**config.mk**
```make
export PLATFORM = sky130hd
export DESIGN_NAME = adder_arbiter
export DESIGN_NICKNAME = d
export VERILOG_FILES = /design/src/rtl/adder_arbiter.sv
export SDC_FILE = /design/constraint.sdc
export NUM_CORES = 1
export LEC_CHECK = 0
export ABC_AREA = 1
export BUFFER_PORTS_ARGS = -buffer_cell sky130_fd_sc_hd__buf_4
export CAP_MARGIN = 20
export CORE_ASPECT_RATIO = 0.5
export CORE_MARGIN = 10
export CORE_UTILIZATION = 45
export DETAILED_ROUTE_END_ITERATION = 8
export PLACE_DENSITY_LB_ADDON = 0.08
export SYNTH_ARGS = -nofsm -noshare
export SYNTH_HDL_FRONTEND = slang
export SYNTH_SLANG_ARGS = --single-unit
```
**constraint.sdc**
```tcl
create_clock -name clk -period 1.94 [get_ports clk]
set_input_delay 0.194 -clock clk [delete_from_list [all_inputs] [get_ports clk]]
set_output_delay 0.194 -clock clk [all_outputs]
set_load 0.01 [all_outputs]
```
**src/rtl/adder_arbiter.sv**
```systemverilog
// Four-way round-robin arbiter sharing one WIDTH-bit adder through an IDLE -> EXEC -> RESP FSM.
// Optional macro ADDER_ARB_OVF_EN registers a signed-overflow flag together with res.

module adder_arbiter #(
  parameter int WIDTH = 32
) (
  input  logic               clk,
  input  logic               rst_n,
  input  logic [3:0]         req,
  input  logic [4*WIDTH-1:0] a_bus,
  input  logic [4*WIDTH-1:0] b_bus,
  output logic [3:0]         ack,
  output logic [WIDTH-1:0]   res,
  output logic [1:0]         gnt_id,
  output logic               busy,
  output logic               ovf
);

  typedef enum logic [1:0] {
    IDLE = 2'd0,
    EXEC = 2'd1,
    RESP = 2'd2
  } state_t;

  state_t                  state_q, state_d;
  logic [1:0]              ptr_q, ptr_d;
  logic [1:0]              gnt_q, gnt_d;
  logic [3:0]              ack_q, ack_d;
  logic signed [WIDTH-1:0] opa_q, opa_d;
  logic signed [WIDTH-1:0] opb_q, opb_d;
  logic signed [WIDTH-1:0] res_q, res_d;

  logic [7:0]              req_dbl;
  logic [3:0]              req_rot;
  logic [1:0]              win;
  logic                    win_vld;
  logic signed [WIDTH-1:0] a_sel;
  logic signed [WIDTH-1:0] b_sel;
  logic signed [WIDTH-1:0] sum;

  // Rotate requests so bit 0 is the requester the pointer favours most.
  assign req_dbl = {req, req};
  assign req_rot = req_dbl[ptr_q +: 4];
  assign win_vld = |req;

  always_comb begin
    win = ptr_q;
    for (int j = 3; j >= 0; j--) begin
      if (req_rot[j]) win = ptr_q + j[1:0];
    end
  end

  assign a_sel = a_bus[int'(win)*WIDTH +: WIDTH];
  assign b_sel = b_bus[int'(win)*WIDTH +: WIDTH];

  // The single shared adder; carry out is dropped.
  assign sum = opa_q + opb_q;

  always_comb begin
    state_d = state_q;
    ptr_d   = ptr_q;
    gnt_d   = gnt_q;
    ack_d   = 4'b0000;
    opa_d   = opa_q;
    opb_d   = opb_q;
    res_d   = res_q;
    unique case (state_q)
      IDLE: begin
        if (win_vld) begin
          opa_d   = a_sel;
          opb_d   = b_sel;
          gnt_d   = win;
          state_d = EXEC;
        end
      end
      EXEC: begin
        res_d   = sum;
        ack_d   = 4'b0001 << gnt_q;
        state_d = RESP;
      end
      RESP: begin
        ptr_d   = gnt_q + 2'd1;
        state_d = IDLE;
      end
      default: state_d = IDLE;
    endcase
  end

  always_ff @(posedge clk or negedge rst_n) begin
    if (!rst_n) begin
      state_q <= IDLE;
      ptr_q   <= 2'd0;
      gnt_q   <= 2'd0;
      ack_q   <= 4'b0000;
      opa_q   <= '0;
      opb_q   <= '0;
      res_q   <= '0;
    end else begin
      state_q <= state_d;
      ptr_q   <= ptr_d;
      gnt_q   <= gnt_d;
      ack_q   <= ack_d;
      opa_q   <= opa_d;
      opb_q   <= opb_d;
      res_q   <= res_d;
    end
  end

`ifdef ADDER_ARB_OVF_EN
  // Overflow: operands agree in sign but the wrapped sum does not.
  function automatic logic ovf_calc(input logic signed [WIDTH-1:0] a,
                                    input logic signed [WIDTH-1:0] b,
                                    input logic signed [WIDTH-1:0] s);
    return (a[WIDTH-1] == b[WIDTH-1]) && (s[WIDTH-1] != a[WIDTH-1]);
  endfunction

  logic ovf_q;

  always_ff @(posedge clk or negedge rst_n) begin
    if (!rst_n) begin
      ovf_q <= 1'b0;
    end else if (state_q == EXEC) begin
      ovf_q <= ovf_calc(opa_q, opb_q, sum);
    end
  end

  assign ovf = ovf_q;
`else
  assign ovf = 1'b0;
`endif

  assign ack    = ack_q;
  assign res    = res_q;
  assign gnt_id = gnt_q;
  assign busy   = (state_q != IDLE);

endmodule

```
# Word level (Yosys, flattened, before mapping)
# Index checks and enable logic that the tools add are counted.
# W data, S select, Z words.
[totals] output_inout_bits=40 wordCells=30 regBits=106
[classes] addsub=5 n_reduce_logical=4 n_shift=4 eq_ne=3 n_mux=7
[op_table] operator="$shiftx A128 B8 Y32" n=2
[op_table] operator="$add A32 B32 Y32" n=1
[op_table] operator="$mux W2" n=5
[op_table] operator="$shiftx A8 B3 Y4" n=1
[op_table] operator="$add A2 B1 Y2 const B" n=2
[op_table] operator="$add A2 B2 Y2 const B" n=2
[op_table] operator="$mux W4" n=1
[op_table] operator="$pmux W2 S2" n=1
[op_table] operator="$reduce_or A4 Y1" n=1
[op_table] operator="$shl A1 B2 Y4 const A" n=1
[op_table] operator="$eq A2 B1 Y1 const B" n=1
[op_table] operator="$eq A2 B2 Y1 const B" n=1
[op_table] operator="$logic_not A2 Y1" n=1
[op_table] operator="$ne A2 B2 Y1 const B" n=1
[op_table] operator="$reduce_and A2 Y1" n=1
[op_table] operator="$reduce_bool A2 Y1" n=1

# Depth between registers and ports, before layout
# Gate-level depths: netlist (run 1).
[depth] word_depth=6 mapped_depth=15

# Least setup slack after synthesis (run 1)
# No wires, ideal clock.
[synth_path] path_type="register -> register" start="register opa_q[0]" end="register res_q[14] (netlist: res[14])" setup_time_ns=0.118 synth_period_minus_slack_ns=2.096 arrival_time_ns=1.978 path_slack_ns=-0.156 stages_incl_launch_ff=10 required_ns=1.822 n_path_buf=0 cell_sequence="dfrtp_1 -> ha_1 -> fa_1 -> nand2_1 -> o21ai_0 -> a21oi_1 -> o21ai_0 -> or2_2 -> nand3_1 -> nand2_1"
[synth_via] elab_chain_len=1
[synth_rtl] element="start, declared" line_no="29" text="logic signed [WIDTH-1:0] opa_q, opa_d;"
[synth_rtl] element="start signal, assigned" line_no="103" text="opa_q <= opa_d;"
[synth_rtl] element="$add A32 B32 Y32" line_no="57" text="assign sum = opa_q + opb_q;"
[synth_rtl] element="end signal, assigned" line_no="105" text="res_q <= res_d;"
[synth_rtl] element="end, declared" line_no="31" text="logic signed [WIDTH-1:0] res_q, res_d;"
# Every way passes these cells.
# A chain may end at the register's enable or synchronous reset.

# Worst setup path in the final report (run 1)
[layout_path] start="register ptr_q[0]" end="register opb_q[3]"
[layout_via] elab_chain_len=6 word_cells_on_any_way=9 cone_classes="add/sub (3); shift (2); mux (4)"
[layout_rtl] element="start, declared" line_no="26" text="logic [1:0] ptr_q, ptr_d;"
[layout_rtl] element="start signal, assigned" line_no="100" text="ptr_q <= ptr_d;"
[layout_rtl] element="$add A2 B2 Y2 / $shiftx A8 B3 Y4 (equally long branches)" line_no="49, 43"
[layout_rtl] element="$mux W2 (3 in a row)" line_no="49" text="if (req_rot[j]) win = ptr_q + j[1:0];"
[layout_rtl] element="$mux W2 (*)" line_no="49"
[layout_rtl] element="$shiftx A128 B8 Y32 (*)" line_no="54" text="assign b_sel = b_bus[int'(win)*WIDTH +: WIDTH];"
[layout_rtl] element="end signal, assigned" line_no="104" text="opb_q <= opb_d;"
[layout_rtl] element="end, declared" line_no="30" text="logic signed [WIDTH-1:0] opb_q, opb_d;"
# Every way passes the cells marked *; elsewhere a longest branch is shown, timed or not.

==> results of run 1 <==
per-layer routing:
metal  vias up  global-route usage  share of wire
li1       4987                   -              -
met1      5256               0.406           0.39
met2       670               0.468           0.46
met3       101               0.107           0.12
met4         0              0.0709          0.027
met5         -                   0              0
synth_stat cells, drive strengths merged (5+ instances only):
cell type,n
a21oi,45
buf,58
clkbuf,19
dfrtp,106
ha,35
inv,45
nand2,436
nand3,356
nand3b,8
nor2,56
o21a,5
o21ai,45
or2,8
xnor2,10
worst reg2reg max path, delay by kind of cell, from the launching register on:
| family | cells | cell delay, ps |
|---|---|---|
| buffers and inverters | 4 | 550 |
| DFF | 1 | 500 |
| and+or+nand+nor | 9 | 880 |
| AOI/OAI and AO/OA | 1 | 180 |
sequential cells by signal (all words and copies together), names as in the netlist:
signal / cells
ack: 4
gnt_id: 2
opa_q: 32
opb_q: 32
ptr_q: 2
res: 32
state_q: 2
kinds of logic (layout without fill, tap and decap cells):
family	count (synthesis)	in the layout	share of synthesized area
and+or+nand+nor	874	874	0.465
buffers and inverters	123	526	0.0781
DFF	106	106	0.325
AOI/OAI and AO/OA	98	98	0.0622
adders and majority gates	36	36	0.0560
xor gates and xnor gates	13	13	0.0139
other	1	2	0.000459
worst max path at each step:
| stage | endpoint | cells past startpoint | slack (ps) | startpoint |
|---|---|---|---|---|
| finish | opb_q[3] | 14 | -220 | ptr_q[0] |
| global route | opb_q[3] | 14 | -320 | ptr_q[0] |
| CTS | opa_q[7] | 14 | -90 | ptr_q[0] |
| detailed placement | opa_q[2] | 13 | -360 | ptr_q[0] |
| global placement | opa_q[2] | 13 | -300 | ptr_q[0] |
| floorplan | res[20] | 13 | 2 | opa_q[0] |
per-stage QoR:
stage | TNS, ps | instances
floorplan | 0 | 1251
global placement | -7530 | 1826
detailed placement | -11060 | 1826
CTS | -2800 | 1867
global route | -17030 | 1888
finish | -9290 | 1889
placed cells by master, fill, tap and decap left out, types with 16 or more instances in the layout:
cell	n
buf_12	17
dfrtp_1	98
nand2_4	22
a21oi_2	26
buf_6	16
o21ai_0	19
nor2_1	36
inv_1	38
o21ai_1	16
nand2_2	68
ha_4	22
nand3_1	213
buf_4	411
nand2_1	345
nand3_2	128
final cells by class:
type | count | area share
Multi-Input combinational cell | 1022 | 0.470
Clock buffer | 9 | 0.0158
Clock inverter | 6 | 0.00534
Sequential cell | 106 | 0.186
Timing Repair Buffer | 465 | 0.289
Inverter | 46 | 0.0130
Tap cell | 234 | 0.0205
Antenna cell | 1 | 0.000175
what timing repair did:
item	4_1_cts	5_1_grt
gates cloned	10	7
endpoints found under the setup margin	87	89
hold endpoints to repair	23	0
resized for setup	165	292
hold buffers	1	0
setup buffers	18	15
pin swaps	37	71
==> flow_summary_export.csv, run 1 <==
group,metric,value,unit
yosys,yosysSeqAreaShare,0.325,
final_layout,regArea,2660,um^2
sta,tightest_slew,591,ps
global_route,grt_max_degree,63,
cts,cts.htree.levels,3,
final_layout,fin_nets,1948,
yosys,postSynthNetCount,1549,
yosys,syn-cell-area,8170,um^2
worst_setup_path,arrival,2460,ps
final_layout,area_delta_synth_final,74.9,%
sta,max_freq,0.463,GHz
floorplan,pin_count,302,
hold_path,hold_depth,5,
drt,ant_nets,0,
worst_setup_path,criticalPathCategory,"reg -> reg",
final_layout,n_fill_cell,1144,
drt,post_drt_wl_per_cell,22.5,um
worst_setup_path,reg2reg_depth,14,
hold_path,worstHoldStart,"b_bus[39]",
sta,setup_viol,73,
sta,fin_crit_sh,1.11,
placement,dp_hpwl,29.1,mm
final_layout,drive_gt1_frac,0.504,
worst_setup_path,rr_startpoint,"ptr_q[0]",
floorplan,num_rows,34,
yosys,ys.flop_type,"dfrtp_1",
worst_setup_path,crit_required,2240,ps
status,violations,"setup timing",
yosys,netlist_instances,1251,
global_route,track_usage,0.305,
worst_setup_path,cp_slowest_stage_delay,500,ps
cts,cts_tree,"built",
sta,slew_violations,0,
yosys,ys_types,32,
status,outcome,"finished, violations left",
placement,dp_slack,-357,ps
cts,cts_num_sinks,106,
worst_setup_path,worstPathCellList,"clkinv_4 > nand2_4 > nand3_4 > nand2_4 > o21ai_4 > buf_6 > nand3_4 > nand2_8 > buf_8 > buf_16 > nand2_1 > nand3_1 > nand3_1 > nand2_1",
yosys,synth_area_per_cell,6.53,um^2
placement,globalplace.congestion,0.967,
drt,drc,0,
cts,cts_root_buffer,"clkbuf_16",
hold_path,hold_class,"in -> reg",
final_layout,multi_input_area,6720,um^2
sta,slew_headroom,0.603,
yosys,ys_ff_latch,106,
sta,hold_viol_final,0,
sta,layout_setup_ws,-219,ps
yosys,async_flop_share,1.00,
floorplan,coreArea,17600,um^2
drt,drt_iter0_drc,1306,
cts,clk_pin_slew,80,ps
sta,period_needed,2160,ps
yosys,synth_edf_count,0,
worst_setup_path,critPathBufInv,4,
yosys,yosysTopAreaCell,"dfrtp_1",
worst_setup_path,cp-start-kind,"register",
cts,clk_latency,360,ps
drt,drt_wl_total,42.5,mm
final_layout,stdcell_area,14300,um^2
yosys,yosys_warnings,0,
placement,placedInstanceArea,11400,um^2
cts,clockBufferDepth,2,
sta,whs,165,ps
placement,portBuffers,300,
flow_run,max_cap_viol_count,0,
global_route,grt_pass1_vias,10300,
final_layout,final_util,0.812,
worst_setup_path,cp_max_fo,18,
drt,vias_per_cell,5.83,
floorplan,initial_core_util,0.464,
global_route,grt_overflow,0,
cts,cts_buffers,9,
worst_setup_path,slowest_stage,"dfrtp_2",
sta,rsz0062_at_grt,"true",
drt,dr_total_vias,11000,
sta,clock_skew,4.03,ps
floorplan,fp.dieH,115,um
floorplan,die_w,211,um
worst_setup_path,cp_top_family,"simple AND/OR/NAND/NOR gates",
worst_setup_path,critPathCaptureType,"register",
yosys,synth.top_cells.by_area,"dfrtp_1, nand3_1, nand2_1",
worst_setup_path,worst-r2r-setup-slack,-220,ps
global_route,antenna_found_initial,1,
yosys,synth_top_area_share,0.325,
drt,drt_pass1_iterations,5,
global_route,grt_pass1_wl,58.2,mm
worst_setup_path,r2r_end,"opb_q[3]",
floorplan,die_area,24300,um^2
hold_path,hold-path-endpoint,"opb_q[7]",
Power of run 1 is not shown: default switching activity piles up to over one toggle a cycle in this logic, so the estimate is an artifact.
==> inputs of run 2 (changes only) <==
==> constraint.sdc (replaced) <==
create_clock -name clk -period 2.72 [get_ports clk]
set_input_delay 0.272 -clock clk [delete_from_list [all_inputs] [get_ports clk]]
set_output_delay 0.272 -clock clk [all_outputs]
set_load 0.01 [all_outputs]
==> flow_summary_export.csv, run 2 (synthesized netlist as in run 1, its figures left out) <==
group,metric,value,unit
drt,dr_total_vias,9785,
flow_run,max_cap_viol_count,0,
sta,slew_headroom,0.476,
worst_setup_path,critPathCaptureType,"register",
worst_setup_path,cp_top_family,"simple AND/OR/NAND/NOR gates",
floorplan,fp.dieH,115,um
worst_setup_path,crit_required,3010,ps
drt,ant_nets,0,
final_layout,layout_common_cells,"nand2_1, nand3_1, buf_4",
sta,fin_crit_sh,0.925,
status,outcome,"finished clean",
placement,dp_slack,197,ps
placement,globalplace.congestion,0.943,
worst_setup_path,cp_slowest_stage_delay,500,ps
drt,drt_iter0_drc,1204,
cts,cts_buffers,9,
hold_path,hold_class,"in -> reg",
floorplan,num_rows,34,
cts,clockBufferDepth,2,
cts,cts.htree.levels,3,
global_route,grt_max_degree,129,
global_route,antenna_found_initial,0,
global_route,grt_pass1_vias,9266,
sta,clock_skew,12.7,ps
final_layout,n_fill_cell,1696,
drt,vias_per_cell,5.61,
pwr,power_density,1590,nW/um^2
sta,setup_viol,0,
worst_setup_path,criticalPathCategory,"reg -> reg",
final_layout,area_delta_synth_final,32.4,%
placement,dp_hpwl,27.9,mm
placement,portBuffers,300,
floorplan,die_area,24300,um^2
placement,placedInstanceArea,10500,um^2
worst_setup_path,worstPathCellList,"inv_4 > nand2_1 > nand3_1 > nand2_1 > o21ai_1 > nand2_1 > nand2_4 > buf_12 > nand3_1 > nand3_1 > nand3_1 > nand2_1",
final_layout,diodes,0,
sta,rsz0062_at_grt,"false",
cts,clk_pin_slew,80,ps
floorplan,initial_core_util,0.464,
sta,max_freq,0.397,GHz
worst_setup_path,cp-start-kind,"register",
final_layout,drive_gt1_frac,0.233,
sta,period_needed,2520,ps
sta,whs,240,ps
pwr,p_leak,0.00567,uW
final_layout,stdcell_area,10800,um^2
final_layout,multi_input_area,4920,um^2
cts,cts_tree,"built",
worst_setup_path,critPathBufInv,2,
global_route,busiest_layer,"met2",
global_route,met3_usage,0.0695,
drt,drt_pass1_iterations,5,
sta,hold_viol_final,0,
final_layout,fin_nets,1802,
sta,layout_setup_ws,203,ps
global_route,track_usage,0.280,
pwr,peakVddDrop,0.00101,V
cts,post_cts_buffers,0,
global_route,grt_pass1_wl,53.3,mm
final_layout,final_util,0.614,
global_route,grt.met2_usage,0.416,
floorplan,coreArea,17600,um^2
drt,post_drt_wl_per_cell,20.0,um
cts,cts_root_buffer,"clkbuf_16",
sta,slew_violations,0,
global_route,grt_overflow,0,
cts,cts_num_sinks,106,
sta,setup_tns,0,ps
floorplan,pin_count,302,
cts,clk_latency,360,ps
final_layout,regArea,2650,um^2
sta,tightest_slew,787,ps
drt,drc,0,
drt,drt_wl_total,34.9,mm
floorplan,die_w,211,um
global_route,met1_usage,0.400,
worst_setup_path,slowest_stage,"dfrtp_2",
final_layout,final_common_cell,"nand2_1",
worst_setup_path,arrival,2810,ps
worst_setup_path,cp_max_fo,84,
[run 2: area by class of cell]
type                            instances  share of cell area
Timing Repair Buffer                  319               0.230
Sequential cell                       106               0.245
Clock buffer                           10              0.0221
Inverter                               46              0.0162
Clock inverter                          6             0.00509
Tap cell                              234              0.0271
Multi-Input combinational cell       1022               0.455
[run 2: per-stage QoR]
| stage | instances | total power [uW] |
|---|---|---|
| floorplan | 1251 | 11900 |
| global placement | 1726 | 15400 |
| detailed placement | 1726 | 15600 |
| CTS | 1743 | 17000 |
| global route | 1743 | 18800 |
| finish | 1743 | 17200 |
[run 2: where the power goes]
group          leakage (uW)  internal, uW  switching [uW]
registers           0.00130          2430             666
clock network      0.000146           669             644
logic               0.00423          4380            8400
[run 2: worst paths after layout]
kind / from / to / slack (ps) / depth (start not counted)
hold reg to reg: res[1] / res[1] / 480 / 2
hold / removal: b_bus[127] / opb_q[31] / 240 / 5
setup / recovery: ptr_q[0] / opa_q[3] / 200 / 12
max in group asynchronous: rst_n / ptr_q[0] / 1730 / 3
min in group asynchronous: rst_n / res[1] / 510 / 3
setup reg to reg: ptr_q[0] / opa_q[3] / 200 / 12
[run 2: routing by layer]
layer	vias to the layer above	share of wire	routed length [um]
met5	-	0	0
met4	0	0.016	552
met3	45	0.10	3520
met2	484	0.43	15200
met1	4580	0.45	15700
li1	4676	-	-
[run 2: worst min-delay path, delay by kind of cell]
kind	cells	cell delay [ps]
and+or+nand+nor	4	220
buffers and inverters	1	80
[run 2: repair_timing]
item                                    CTS  global route
resized for setup                         0             1
hold buffers                              1             0
hold endpoints to repair                  3             0
endpoints found under the setup margin    0             5
Power figures use the tool's default switching activity.
